==> src/rtl/rv32i_pkg.sv <==
// Shared RV32I definitions: opcode groups, canonical NOP and the decoded field bundle.
package rv32i_pkg;

    localparam logic [6:0] OP_IMM = 7'b0010011;
    localparam logic [6:0] LUI    = 7'b0110111;
    localparam logic [6:0] AUIPC  = 7'b0010111;
    localparam logic [6:0] OP     = 7'b0110011;
    localparam logic [6:0] JAL    = 7'b1101111;
    localparam logic [6:0] JALR   = 7'b1100111;
    localparam logic [6:0] BRANCH = 7'b1100011;
    localparam logic [6:0] LOAD   = 7'b0000011;
    localparam logic [6:0] STORE  = 7'b0100011;

    // addi x0,x0,0
    localparam logic [31:0] NOP_WORD = 32'h0000_0013;

    // Decoded instruction fields; for OP, imm[6:0] carries funct7.
    typedef struct packed {
        logic [6:0]  opcode;
        logic [4:0]  rd;
        logic [4:0]  rs1;
        logic [4:0]  rs2;
        logic [2:0]  funct3;
        logic [31:0] imm;
    } fields_t;

endpackage

==> src/rtl/instr_pack.sv <==
// Combinational RV32I format packer; flags bundles whose immediate does not fit the format
// or whose opcode is unknown, and substitutes the canonical NOP for them.
module instr_pack
    import rv32i_pkg::*;
(
    input  fields_t     fields,
    output logic [31:0] word,
    output logic        illegal
);

    logic        fits_i;  // imm[31:11] is a sign extension
    logic        fits_b;  // imm[31:12] is a sign extension
    logic        fits_j;  // imm[31:20] is a sign extension
    logic        low_zero;
    logic [31:0] raw;
    logic        bad;

    assign fits_i   = (&fields.imm[31:11]) | ~(|fields.imm[31:11]);
    assign fits_b   = (&fields.imm[31:12]) | ~(|fields.imm[31:12]);
    assign fits_j   = (&fields.imm[31:20]) | ~(|fields.imm[31:20]);
    assign low_zero = ~(|fields.imm[11:0]);

    // Select the format by opcode group and evaluate its immediate range rule.
    always_comb begin
        raw = NOP_WORD;
        bad = 1'b0;
        unique case (fields.opcode)
            OP: begin
                raw = {fields.imm[6:0], fields.rs2, fields.rs1, fields.funct3, fields.rd,
                       fields.opcode};
            end
            OP_IMM, LOAD: begin
                raw = {fields.imm[11:0], fields.rs1, fields.funct3, fields.rd, fields.opcode};
                bad = ~fits_i;
            end
            JALR: begin
                raw = {fields.imm[11:0], fields.rs1, 3'b000, fields.rd, fields.opcode};
                bad = ~fits_i;
            end
            STORE: begin
                raw = {fields.imm[11:5], fields.rs2, fields.rs1, fields.funct3,
                       fields.imm[4:0], fields.opcode};
                bad = ~fits_i;
            end
            BRANCH: begin
                raw = {fields.imm[12], fields.imm[10:5], fields.rs2, fields.rs1, fields.funct3,
                       fields.imm[4:1], fields.imm[11], fields.opcode};
                bad = ~fits_b | fields.imm[0];
            end
            LUI, AUIPC: begin
                raw = {fields.imm[31:12], fields.rd, fields.opcode};
                bad = ~low_zero;
            end
            JAL: begin
                raw = {fields.imm[20], fields.imm[10:1], fields.imm[11], fields.imm[19:12],
                       fields.rd, fields.opcode};
                bad = ~fits_j | fields.imm[0];
            end
            default: begin
                bad = 1'b1;
            end
        endcase
    end

    // Illegal bundles become a NOP so the program image stays executable.
    always_comb begin
        word    = bad ? NOP_WORD : raw;
        illegal = bad;
    end

endmodule

==> src/rtl/instr_encoder.sv <==
// RV32I instruction encoder: packs decoded field bundles and streams the words into
// consecutive instruction-memory addresses through a single-entry output register.
module instr_encoder
    import rv32i_pkg::*;
#(
    parameter int unsigned ADDR_W    = 8,
    parameter int unsigned BASE_ADDR = 0
) (
    input  logic              clk,
    input  logic              reset,
    input  logic              start,
    input  logic              in_valid,
    output logic              in_ready,
    input  logic [6:0]        opcode,
    input  logic [4:0]        rd,
    input  logic [4:0]        rs1,
    input  logic [4:0]        rs2,
    input  logic [2:0]        funct3,
    input  logic [31:0]       imm,
    output logic              mem_we,
    input  logic              mem_ready,
    output logic [ADDR_W-1:0] mem_addr,
    output logic [31:0]       mem_wdata,
    output logic              err,
    output logic [7:0]        err_count,
    output logic              wrapped
);

    localparam logic [ADDR_W-1:0] BaseAddr = ADDR_W'(BASE_ADDR);
    localparam logic [ADDR_W-1:0] LastAddr = '1;

    fields_t           in_fields;
    logic [31:0]       pack_word;
    logic              pack_illegal;

    logic              full_q, full_d;
    logic [31:0]       wdata_q, wdata_d;
    logic              illegal_q, illegal_d;
    logic [ADDR_W-1:0] ptr_q, ptr_d;
    logic [7:0]        err_count_q, err_count_d;
    logic              wrapped_q, wrapped_d;

    logic              accept;
    logic              done;

    assign in_fields = '{opcode: opcode, rd: rd, rs1: rs1, rs2: rs2, funct3: funct3, imm: imm};

    instr_pack u_pack (
        .fields  (in_fields),
        .word    (pack_word),
        .illegal (pack_illegal)
    );

    assign in_ready = ~full_q | mem_ready;
    assign accept   = in_valid & in_ready;
    assign done     = full_q & mem_ready;

    // Next state: output entry refill/drain, pointer advance, error and wrap bookkeeping.
    always_comb begin
        full_d      = full_q;
        wdata_d     = wdata_q;
        illegal_d   = illegal_q;
        ptr_d       = ptr_q;
        err_count_d = err_count_q;
        wrapped_d   = wrapped_q;

        if (accept) begin
            full_d    = 1'b1;
            wdata_d   = pack_word;
            illegal_d = pack_illegal;
        end else if (done) begin
            full_d = 1'b0;
        end

        // A write completing alongside start lands at the old pointer; start wins the update.
        if (start) begin
            ptr_d       = BaseAddr;
            err_count_d = 8'd0;
            wrapped_d   = 1'b0;
        end else if (done) begin
            ptr_d = ptr_q + ADDR_W'(1);
            if (ptr_q == LastAddr) begin
                wrapped_d = 1'b1;
            end
            if (illegal_q && err_count_q != 8'hFF) begin
                err_count_d = err_count_q + 8'd1;
            end
        end
    end

    // State register; reset drops any pending word.
    always_ff @(posedge clk) begin
        if (reset) begin
            full_q      <= 1'b0;
            wdata_q     <= 32'd0;
            illegal_q   <= 1'b0;
            ptr_q       <= BaseAddr;
            err_count_q <= 8'd0;
            wrapped_q   <= 1'b0;
        end else begin
            full_q      <= full_d;
            wdata_q     <= wdata_d;
            illegal_q   <= illegal_d;
            ptr_q       <= ptr_d;
            err_count_q <= err_count_d;
            wrapped_q   <= wrapped_d;
        end
    end

    // Outputs come straight from the registered entry so they hold while stalled.
    always_comb begin
        mem_we    = full_q;
        mem_addr  = ptr_q;
        mem_wdata = wdata_q;
        err       = full_q & illegal_q;
        err_count = err_count_q;
        wrapped   = wrapped_q;
    end

endmodule

==> config.mk <==
export PLATFORM = sky130hd
export DESIGN_NAME = instr_encoder
export DESIGN_NICKNAME = d
export VERILOG_FILES = /design/src/rtl/rv32i_pkg.sv /design/src/rtl/instr_pack.sv /design/src/rtl/instr_encoder.sv
export SDC_FILE = /design/constraint.sdc
export NUM_CORES = 1
export LEC_CHECK = 0
export CAP_MARGIN = 20
export CORE_MARGIN = 4
export CORE_UTILIZATION = 30
export DETAILED_ROUTE_END_ITERATION = 16
export GPL_TIMING_DRIVEN = 0
export HOLD_SLACK_MARGIN = 0.1
export PLACE_DENSITY = 0.71
export SETUP_SLACK_MARGIN = 0.15
export SYNTH_ARGS = -nofsm -noshare
export SYNTH_HDL_FRONTEND = slang
export SYNTH_SLANG_ARGS = --single-unit
==> constraint.sdc <==
create_clock -name clk -period 4.14 [get_ports clk]
set_input_delay 0.621 -clock clk [delete_from_list [all_inputs] [get_ports clk]]
set_output_delay 0.621 -clock clk [all_outputs]
set_load 0.02 [all_outputs]
==> impl_results.md <==
* Status: completed
* Nets at between 400 and 500
* Worst Path Max Fanout at 8
* CTS HTree Levels at 2
* Sum of negative setup slack at 0 ns
* Dominant register cell in the synthesized netlist: sky130_fd_sc_hd__dfxtp_1
* Fraction of synthesized area in multiplexers at 0.01105
* Most common library cell in the layout ignoring fill and taps: sky130_fd_sc_hd__clkdlybuf4s50_1
* Hold-fix buffers, CTS at 0
* Ranking of synthesized cells by area: sky130_fd_sc_hd__dfxtp_1, sky130_fd_sc_hd__o31ai_2, sky130_fd_sc_hd__nand3b_1
* Switching power share of the total at 0.2533
* Buffers and inverters on the worst path at 3
* Number of vias per cell after detailed routing at roughly 5.5
* Transition time of the tightest slew-check pin at 0.8206 ns
* Flip-flop and latch count after synthesis at 51
* Adder and majority gate portion of the synthesized area at 0.008842
* Portion of total power attributed to the clock network at 0.339
* Async set-or-reset flop fraction in the synthesized netlist at 0
* Pins over their slew limit at 0
* Area Overhead vs Synth at 47.92%
* Placeable core region at ~0.009 mm^2
* Via total after detailed routing at 3011
* Crit path cell chain: clkdlybuf4s50_1 -> nand2b_1 -> clkbuf_1 -> clkdlybuf4s50_1
* Antenna-violating nets left at 0
* Power per cell area at between 200 and 250 mW/mm^2
* Dominant combinational cell family by area after synthesis: compound AO/OA/AOI/OAI gates
* Reg clk slew, reported paths at approximately 0.090 ns
* Critical-path cell with the highest stage delay: sky130_fd_sc_hd__clkdlybuf4s50_1
* All-layer global routing usage at 0.1703
* Post-synthesis instance area at approximately 0.0028 mm^2
* Area of the die at between 0.01 and 0.015 mm^2
* Count of warnings emitted by yosys at 0
* Weighted congestion at the end of routability-driven global placement at between 0.9 and 1
* Core utilization of the finished layout at 0.4552
* Part of the total power dissipated in combinational logic at 0.169
* Share of cells above drive strength 1 at 0.09425
* Total setup violations reported at the end of the flow at 0
* Sort of element at the end of the critical path: primary output
* Number of distinct library cells after synthesis at between 50 and 60
* Dominant delay contributor by cell family on the critical path: buffers and inverters
* Portion of the post-synthesis area used by sequential elements at 0.3607
* Number of top-level pins at 114
* Highest Clock Rate at around 0.36 GHz
* Worst clock skew at 0.01107 ns
* First drt pass iteration count at 7
* Inserted Diodes at 0
* Worst hold path class: flip-flop to flip-flop
* Sequential group share of total power at 0.491
* Final hold viol count at 0
* Maximum VDD drop at ~0.00012 V
* Internal Dissipation at 756.3 uW
* CTS tree: yes
* Share of Yosys cell area claimed by the top area cell type at 0.3607
* Number of global-route vias before repair at roughly 3000
* Global-route congestion overflow total at 0
* Vertical die dimension at between 100 and 150 um
* Leakage power at about 0.0014 uW
* Aggregate routed wire length at between 9000 and 10000 um
* Setup repair after global routing missed its margin: false
* P_sw at 256.5 uW
* # Post-CTS Setup Buffers at 0
* Width of the die at about 110 um
* Fraction of synthesized cell area in xor and xnor cells at 0.03404
* Most repeated library cell on the critical path: sky130_fd_sc_hd__clkdlybuf4s50_1
* Commonest cells after routing, fill and taps aside: sky130_fd_sc_hd__clkdlybuf4s50_1, sky130_fd_sc_hd__dfxtp_1, sky130_fd_sc_hd__nor2_1
* Row cnt at 35
* Root buffer cell: sky130_fd_sc_hd__clkbuf_8
* Simple-gate portion of the synthesized area at 0.2533
* Number of cells produced by synthesis at between 300 and 400
* PostCTS Resize Cnt at 0
* Clock latency of the later-clocked register in the worst-skew pair at 0.30 ns
* Routed wire per std cell at between 15 and 20 um
* Compound-cell area share of the yosys netlist at 0.2847
* DRC violation count after routing at 0
* Count of routing violations after the opening detailed-route iteration at 240
* Number of sinks driven by the clock tree at about 50
* Number of antenna violations at the first check in global routing at 0
* Fin crit period at ~2.8 ns
* Number of flops mapped to enable cells by yosys at 0
* Dpl hpwl at 7680 um
* Largest net degree at the start of global routing at 16
* Max-cap viol count at 0
* Clock Tree Buf Depth at 2
* Average cell area after synthesis at 8.928 um^2
* Worst setup path class: input pin to primary output
* Number of port buffers at 111
* Total clock buffers created by CTS at 5
* Minimum setup slack among reg-to-reg paths at between 2 and 2.5 ns
* Slew HR at 0.4487
* Final worst path period share at 0.6705
* Starting density of the core at 0.3078
* Required time of the critical path at approximately 3.5 ns
* Area leader, netlist: sky130_fd_sc_hd__dfxtp_1
* Arrival time of the worst setup path at 2.15 ns
* Net count after synthesis at 381
* Global-route wire length before repair at about 16000 um
* Critical path startpoint category: input pin
* Highest cell delay on the worst timing path at slightly below 0.7 ns
[stage by stage]
step	power, uW	hold slack (ns)	instance area (um^2)	cells	setup WS [ns]
2_1_floorplan	577.9	0.5302	2830	317	1.872
3_3_place_gp	678.9	0.4477	4080	539	1.205
3_5_place_dp	679.9	0.4479	4080	539	1.128
4_1_cts	1026	0.4610	4187	546	1.343
5_1_grt	1050	0.4825	4187	546	1.288
6_report	1013	0.4636	4187	546	1.364
[cell usage after synthesis, drive strengths merged, types with 5 or more instances]
| cell type | n |
|---|---|
| o31ai | 25 |
| dfxtp | 51 |
| nand2 | 15 |
| nand3 | 5 |
| buf | 7 |
| nor3 | 6 |
| a21oi | 18 |
| a222oi | 11 |
| nor2 | 31 |
| xor2 | 8 |
| nand3b | 29 |
| clkbuf | 17 |
| nor4 | 6 |
| inv | 5 |
| a22oi | 13 |
| o21ai | 10 |
| nand4 | 11 |
[state kept, by name, summed over array words and instances (netlist names)]
signal,count
mem_wdata,32
err_count,8
mem_addr,8
illegal_q,1
mem_we,1
wrapped,1
[routing by layer]
| metal | global-route usage | up-vias | wire length, um | part of all wire |
|---|---|---|---|---|
| li1 | - | 1447 | - | - |
| met1 | 0.2353 | 1426 | 4449 | 0.46 |
| met2 | 0.2786 | 132 | 4453 | 0.46 |
| met3 | 0.03088 | 6 | 683 | 0.071 |
| met4 | 0.03280 | 0 | 58 | 0.0060 |
| met5 | 0 | - | 0 | 0 |
[layout make-up]
class	instances	area, um^2
Fill cell	907	5010
Multi-Input combinational cell	237	1675
Timing Repair Buffer	111	1111
Sequential cell	51	1021
Tap cell	111	138.9
Buffer	24	115.1
Clock buffer	5	68.82
Clock inverter	2	37.54
Inverter	5	18.77
[tightest hold or removal path: stages (launching register included)]
cell	delay, ns
sky130_fd_sc_hd__dfxtp_1	0.32
sky130_fd_sc_hd__nand2_1	0.05
sky130_fd_sc_hd__a21oi_1	0.05
[power groups by stage]
stage	registers, uW	logic (uW)	clock network (uW)
floorplan	513	64.7	0
global placement	509	170	0
detailed placement	509	171	0
CTS	498	171	357
global route	499	184	367
finish	498	171	344
[cell families after synthesis]
kind of cell | count (synthesis)
AOI/OAI and AO/OA | 95
xor gates and xnor gates | 11
adders and majority gates | 2
buffers and inverters | 29
DFF | 51
muxes | 3
and+or+nand+nor | 126
[worst paths after layout]
path	from	end	cells after the start
worst max-delay path	mem_ready	in_ready	4
worst min-delay path	mem_wdata[3]$_SDFFE_PP0P_	mem_wdata[3]$_SDFFE_PP0P_	2
worst max register to register	mem_we$_SDFFE_PP0P_	mem_wdata[5]$_SDFFE_PP0P_	8
worst min register to register	mem_wdata[3]$_SDFFE_PP0P_	mem_wdata[3]$_SDFFE_PP0P_	2
(Power assumes the default switching activity.)
